===== src/rtl/fetch_pc_unit.sv =====
// -----------------------------------------------------------------------------
// fetch_pc_unit
//
// Instruction-fetch stage sitting in front of decode. Owns the PC, issues
// word-aligned requests to instruction memory, and holds one fetched
// instruction (with its PC and PC+4) in an output register for decode.
// A taken branch/jump from execute redirects the PC, flushes the output
// register and discards any fetch that is still in flight.
//
// Handshakes: a transfer happens on a rising edge where valid && ready are both
// high. Once imem_req_valid is raised, it and imem_addr stay stable until
// accepted, unless a redirect arrives. Memory returns exactly one
// imem_resp_valid cycle per accepted request (no ready on the response side).
// inst_valid/inst_ready follow the same valid/ready rule toward decode.
//
// Ports:
//   clk, reset        clock, synchronous active-high reset
//   redirect_valid    execute has a resolved control transfer this cycle
//   branch            comparator result (taken = 1), qualified by redirect_valid
//   branch_target     redirect target address
//   imem_req_valid/imem_req_ready/imem_addr   fetch request channel
//   imem_resp_valid/imem_resp_data            fetch response channel
//   inst_valid/inst_ready/inst/inst_pc/inst_pc_plus4   output to decode
//   misaligned        one-cycle pulse: taken target had bits [1:0] != 0
//   dbg_state_o       current FSM state (0 = FETCH, 1 = WAIT)
// -----------------------------------------------------------------------------
module fetch_pc_unit #(
  parameter logic [31:0] RESET_PC = 32'h0000_0000
) (
  input  logic        clk,
  input  logic        reset,
  input  logic        redirect_valid,
  input  logic        branch,
  input  logic [31:0] branch_target,
  output logic        imem_req_valid,
  input  logic        imem_req_ready,
  output logic [31:0] imem_addr,
  input  logic        imem_resp_valid,
  input  logic [31:0] imem_resp_data,
  output logic        inst_valid,
  input  logic        inst_ready,
  output logic [31:0] inst,
  output logic [31:0] inst_pc,
  output logic [31:0] inst_pc_plus4,
  output logic        misaligned,
  output logic        dbg_state_o
);

  typedef enum logic {
    S_FETCH = 1'b0,
    S_WAIT  = 1'b1
  } state_e;

  state_e      state_q, state_d;
  logic [31:0] pc_q, pc_d;
  logic [31:0] req_pc_q, req_pc_d;
  logic        drop_q, drop_d;
  logic        inst_valid_q, inst_valid_d;
  logic [31:0] inst_q, inst_d;
  logic [31:0] inst_pc_q, inst_pc_d;
  logic [31:0] inst_pc_plus4_q, inst_pc_plus4_d;
  logic        misaligned_q, misaligned_d;

  logic        take;
  logic        out_free;
  logic        accept;

  // Request side. A taken redirect suppresses the request so the old PC never
  // reaches memory; that is why a redirect in FETCH needs no drop.
  always_comb begin
    take           = redirect_valid && branch;
    out_free       = !inst_valid_q || inst_ready;
    imem_req_valid = !reset && (state_q == S_FETCH) && out_free && !take;
    imem_addr      = pc_q;
    accept         = imem_req_valid && imem_req_ready;
  end

  always_comb begin
    state_d         = state_q;
    pc_d            = pc_q;
    req_pc_d        = req_pc_q;
    drop_d          = drop_q;
    inst_valid_d    = inst_valid_q;
    inst_d          = inst_q;
    inst_pc_d       = inst_pc_q;
    inst_pc_plus4_d = inst_pc_plus4_q;
    misaligned_d    = take && (branch_target[1:0] != 2'b00);

    // Consume first; a load later in this block overrides it (load wins).
    if (inst_ready) begin
      inst_valid_d = 1'b0;
    end

    if (take) begin
      pc_d         = {branch_target[31:2], 2'b00};
      inst_valid_d = 1'b0;
      if (state_q == S_WAIT) begin
        if (imem_resp_valid) begin
          // The outstanding response arrives now and is thrown away here,
          // so nothing is left in flight to drop.
          drop_d  = 1'b0;
          state_d = S_FETCH;
        end else begin
          drop_d  = 1'b1;
        end
      end
    end else begin
      unique case (state_q)
        S_FETCH: begin
          if (accept) begin
            req_pc_d = pc_q;
            state_d  = S_WAIT;
          end
        end
        S_WAIT: begin
          if (imem_resp_valid) begin
            state_d = S_FETCH;
            if (drop_q) begin
              drop_d = 1'b0;
            end else begin
              inst_d          = imem_resp_data;
              inst_pc_d       = req_pc_q;
              inst_pc_plus4_d = req_pc_q + 32'd4;
              inst_valid_d    = 1'b1;
              pc_d            = req_pc_q + 32'd4;
            end
          end
        end
        default: state_d = S_FETCH;
      endcase
    end
  end

  always_ff @(posedge clk) begin
    if (reset) begin
      state_q         <= S_FETCH;
      pc_q            <= RESET_PC;
      req_pc_q        <= RESET_PC;
      // A request still in flight across reset will answer later; mark it so
      // that answer is discarded.
      drop_q          <= (state_q == S_WAIT) || accept;
      inst_valid_q    <= 1'b0;
      inst_q          <= 32'h0;
      inst_pc_q       <= 32'h0;
      inst_pc_plus4_q <= 32'h0;
      misaligned_q    <= 1'b0;
    end else begin
      state_q         <= state_d;
      pc_q            <= pc_d;
      req_pc_q        <= req_pc_d;
      drop_q          <= drop_d;
      inst_valid_q    <= inst_valid_d;
      inst_q          <= inst_d;
      inst_pc_q       <= inst_pc_d;
      inst_pc_plus4_q <= inst_pc_plus4_d;
      misaligned_q    <= misaligned_d;
    end
  end

  assign inst_valid    = inst_valid_q;
  assign inst          = inst_q;
  assign inst_pc       = inst_pc_q;
  assign inst_pc_plus4 = inst_pc_plus4_q;
  assign misaligned    = misaligned_q;
  assign dbg_state_o   = state_q;

endmodule


===== config.mk =====
export PLATFORM = sky130hd
export DESIGN_NAME = fetch_pc_unit
export DESIGN_NICKNAME = d
export VERILOG_FILES = /design/src/rtl/fetch_pc_unit.sv
export SDC_FILE = /design/constraint.sdc
export NUM_CORES = 1
export LEC_CHECK = 0
export BUFFER_PORTS_ARGS = -buffer_cell sky130_fd_sc_hd__buf_2
export CAP_MARGIN = 40
export CORE_UTILIZATION = 34
export CTS_CLUSTER_DIAMETER = 150
export CTS_CLUSTER_SIZE = 28
export DETAILED_ROUTE_END_ITERATION = 12
export PLACE_DENSITY = 0.65
export SYNTH_ARGS = -nofsm -noshare
export SYNTH_HDL_FRONTEND = slang
export SYNTH_SLANG_ARGS = --single-unit

===== constraint.sdc =====
create_clock -name clk -period 1.7 [get_ports clk]
set_clock_uncertainty 0.1 [all_clocks]
set_input_delay 0.085 -clock clk [delete_from_list [all_inputs] [get_ports clk]]
set_output_delay 0.085 -clock clk [all_outputs]
set_load 0.005 [all_outputs]

After elaboration in Yosys (flattened, before gate mapping)
Index checks and enable logic that the tools add are counted.

Bits in latches: 0. Memories: 0. Output and inout bits: 132. RAM bits: 0. Logic and storage cells: 55. ROM bits: 0. Register bits: 164. Input bits: 71.

Multipliers: 0. $add $sub $neg: 1. Magnitude comparators: 0. Shift-type cells: 0. Bitwise logic cells: 3. Div/mod/pow operators: 0. Muxes and demuxes: 18. Reductions and logical operators: 22. Eq/ne operators: 1.

Operators by type and width (count): $mux W32 (4); $add A32 B3 Y32 const B (1); $mux W1 (13); $reduce_and A3 Y1 (3); $reduce_bool A2 Y1 (4); $logic_and A1 B1 Y1 (6); $reduce_and A4 Y1 (1); $logic_not A1 Y1 (3); $not A1 Y1 (3); $reduce_bool A3 Y1 (1); $logic_or A1 B1 Y1 (2); $ne A2 B1 Y1 const B (1); $pmux W1 S2 (1); $reduce_and A2 Y1 (1); $reduce_or A2 Y1 (1).

Logic depth before layout (Yosys ltp)
Depth in word-level cells: 8. Depth in mapped cells: 8. Depth with buffers taken out: 6.

Worst setup path after synthesis
OpenSTA, ideal clock, no wires.

Kind: reg-to-reg. From: register req_pc_q[2]. To: register pc_q[20] (netlist: imem_addr[20]). Library setup time: 91 ps. Path buffers: 0. Period minus slack after synthesis: 1866 ps. Slack: -166 ps. Data arrival time: 1675 ps. Stages on the path, launching flop included: 7. Data required time: 1509 ps. Cell sequence: dfxtp_1 ha_1 and4_1 and4_4 nand2_2 or3_1 a311oi_1.

Longest elaborated chain between the ends: 5.

RTL lines: start, declared (line 56) `logic [31:0] req_pc_q, req_pc_d;`; start signal, assigned (line 150) `req_pc_q <= req_pc_d;`; $add A32 B3 Y32 (line 125) `pc_d = req_pc_q + 32'd4;`; $mux W32 (line 118) `if (drop_q) begin`; $mux W32 (line 116) `if (imem_resp_valid) begin`; $mux W32 (line 108) `unique case (state_q)`; $mux W32 (line 94) `if (take) begin`; end signal, assigned (line 149) `pc_q <= pc_d;`; end, declared (line 55) `logic [31:0] pc_q, pc_d;`.

Every way passes these cells. The select of a mux whose other input is x is not followed. A chain may end at the register's enable or synchronous reset.

Worst setup path after layout
From: register req_pc_q[3]. To: register pc_q[20] (netlist: imem_addr[20]).

Same word-level chain as after synthesis.

==> results.yml <==
yosys:
  postSynthAreaPerCell_sq_um: 8.050
  ys_ff_latch: 162
  yosysWarnings: 0
  synth_fp_nets: 869
  seq_area_frac_synth_pct: 50.70
  synth_area_sq_um: 6416
  ys_types: 48
  synthCells: 797
setup_path:
  cp_max_fo: 3
  r2r_end: "imem_addr[20]"
  required_ns: 1.93
  cp_data_arrival_time_ns: 1.98
  crit_type: "reg2reg"
  r2r_cells: 6
  end_kind: "flop"
  cp-start-kind: "flop"
  regToRegStartpoint: "req_pc_q[3]"
  rrSetupSlack_ns: -0.06
clock_network:
  cts_inserted_buffers: 17
  clockRootBuffer: "clkbuf_16"
  cts_num_sinks: 162
  cts_tree: "yes"
  clk_path_buf_depth: 2
  htreeDepth: 4
  path_clk_slew_ns: 0.07
  clk_latency_ns: 0.42
die:
  die_area_sq_um: 19420
  core_sq_um: 18210
  core.rowCount: 49
  start_util_pct: 35.24
  die_h_microns: 139.4
  io-pin-count: 203
  die_w_microns: 139.4
cells_and_area:
  layoutNonFillerInstCount: 1330
  drive_above_1_share_pct: 32.70
  antenna_cells: 0
  syn_to_final_growth_pct: 50.47
  multi_input_area_sq_um: 3115
  regArea_sq_um: 3276
  finalCoreUtilization_pct: 53.02
  fill_cells: 1671
  final_area_sq_um: 9654
  nets: 1162
min_path:
  hp-class: "in2reg"
  holdPathEnd: "req_pc_q[2]"
  worstHoldStart: "imem_req_ready"
  min_path_cells: 5
power_and_ir_drop:
  p_total_mw: 8.360
  ir_drop_mv: 0.6068
  p_leak_nw: 4.049
  clockPowerShare_pct: 44.2
  netSwitchingPower_mw: 1.900
  combinationalPowerShare_pct: 8.6
  power-per-cell-area_nw_per_um2: 866.0
  p_int_mw: 6.460
  seqPwrFrac_pct: 47.2
  swShare_pct: 22.73
drt:
  vias: 6730
  drc: 0
  drt_wl_total_mm: 21.47
  vias_per_cell: 5.060
  dr.pass1.iters: 5
  ant_nets: 0
  wl_per_cell_microns: 16.14
  drt_iter0_drc: 466
global_route:
  grt_max_degree: 162
  antenna_found_initial: 0
  grt_pass1_wl_mm: 32.63
  grt_pass1_vias: 6234
  grt-ovfl-total: 0
  grt_usage_pct: 21.27
placed_design:
  place_inst: 1226
  place_congestion: 0.8103
  portBuffers: 202
  place_area_sq_um: 8082
  hpwl_mm: 13.48
timing:
  layout_setup_ws_ns: -0.05556
  post-route-min-period_ns: 1.756
  hold_violations: 0
  layout_worst_path_cycle_share_pct: 103.3
  finalSetupTns_ns: -0.07931
  rsz0062_at_grt: "yes"
  worst_slew_pin_slew_ns: 0.8105
  relSlewSlack_pct: 45.97
  finalSetupViolCount: 3
  fmaxAchievable_mhz: 569.6
  drv_slew: 0
job:
  drv_cap: 0
status:
  status: "complete, but fails checks"
  violations: "setup timing"
## worst max-delay path: stages, from the launching register on
cell and delay (ns):
dfxtp_4 0.36, ha_4 0.13, and4_4 0.22, and4_4 0.23, nand2_2 0.05, or3_4 0.32
a311oi_2 0.23
## cell type report
type                    instances  share of cell area [%]
repair buffers                338                   24.95
clock buffers                  24                   4.886
multi-input cells             567                   32.27
flip-flops and latches        162                   33.93
well taps                     229                   2.968
clock inverters                 6                  0.8424
inverters                       4                  0.1555
## cells in the final DEF, fill, tap and decap left out, types with 14 or more instances in the layout
master	count
nand2_1	223
dlygate4sd3_1	66
dfxtp_1	147
and3_1	14
a21oi_1	124
buf_2	201
a211oi_1	21
clkbuf_16	20
buf_4	52
nor2_1	45
## what timing repair did
item	in CTS	in global routing
hold endpoints to repair	67	0
buffers inserted	3	2
gates cloned	0	3
resized for setup	13	46
setup endpoints to repair	25	89
hold buffers	66	0
pin swaps	9	31
## power by group through the flow
stage	Combinational [mW]	Clock (mW)	Sequential (mW)
floorplan	0.267	0	4.02
global placement	0.566	0	4.03
detailed placement	0.570	0	4.03
CTS	0.693	3.77	3.94
global route	0.779	3.91	3.95
finish	0.719	3.69	3.95
## per-layer routing
metal	wire [microns]	vias up	part of all wire [%]	global-route usage, %
li1	-	3287	-	-
met5	0	-	0	0
met4	532	0	2.5	9.474
met3	1367	37	6.4	4.542
met2	10500	266	49	35.36
met1	9074	3140	42	26.42
## cells in the mapped netlist (all sizes together)
| cell type | number | area, sq um |
|---|---|---|
| nand2 | 228 | 860.8 |
| dfxtp | 161 | 3223 |
| a21oi | 125 | 625.6 |
| nor2 | 47 | 176.4 |
| clkbuf | 44 | 166.4 |
| a211oi | 24 | 195.2 |
| buf | 20 | 107.6 |
| nor3 | 18 | 100.1 |
| xnor2 | 16 | 140.1 |
| and3 | 15 | 93.84 |
| nand3 | 12 | 72.57 |
| o22ai | 12 | 75.07 |
| nor4 | 11 | 87.59 |
| nand4 | 8 | 56.30 |
| xor2 | 8 | 70.07 |
| and4 | 7 | 65.06 |
| o21ai | 7 | 35.03 |
| a211o | 4 | 35.03 |
| inv | 4 | 15.01 |
| and2 | 3 | 18.77 |
| nand2b | 3 | 18.77 |
| a311oi | 2 | 17.52 |
| a31oi | 2 | 12.51 |
| nand3b | 2 | 15.01 |
| o211ai | 2 | 15.01 |
| o21a | 2 | 15.01 |
| o31a | 2 | 17.52 |
| or3 | 2 | 12.51 |
| a21o | 1 | 7.510 |
| and3b | 1 | 8.760 |
| edfxtp | 1 | 30.03 |
| ha | 1 | 12.51 |
| nor2b | 1 | 6.260 |
| o31ai | 1 | 7.510 |
## flip-flops by register name, summed over array words and instances (netlist names), 30 cells and up
name	cells
imem_addr	32
inst	32
inst_pc	32
inst_pc_plus4	30
req_pc_q	32
## worst max path at each step
stage	start	cells past startpoint	slack (ns)	to
global placement	req_pc_q[14]	6	-0.08	imem_addr[23]
global route	req_pc_q[3]	6	-0.11	imem_addr[20]
finish	req_pc_q[3]	6	-0.06	imem_addr[20]
detailed placement	req_pc_q[7]	6	-0.1	imem_addr[25]
floorplan	req_pc_q[3]	6	-0.02	imem_addr[20]
CTS	req_pc_q[3]	6	-0.07	imem_addr[20]
## kinds of logic (layout without fill, tap and decap cells)
logic type                 Yosys count  in the layout  share of synthesized area, %
AOI/OAI and AO/OA                  184            184                         16.50
xor gates and xnor gates            24             24                         3.276
DFF                                162            162                         50.70
adders and majority gates            1              1                        0.1950
buffers and inverters               68            372                         4.504
and+or+nand+nor                    358            358                         24.82
## through the flow
| stage | worst slack (ns) | hold WS, ns |
|---|---|---|
| after global routing | -0.1097 | 0.08083 |
| after detailed placement | -0.09956 | 0.2307 |
| final | -0.05556 | 0.07692 |
| after CTS | -0.06631 | 0.05625 |
| after floorplan | -0.01982 | 0.1210 |
| after global placement | -0.07554 | 0.2258 |
No activity file was read; power rests on OpenSTA's default activity.
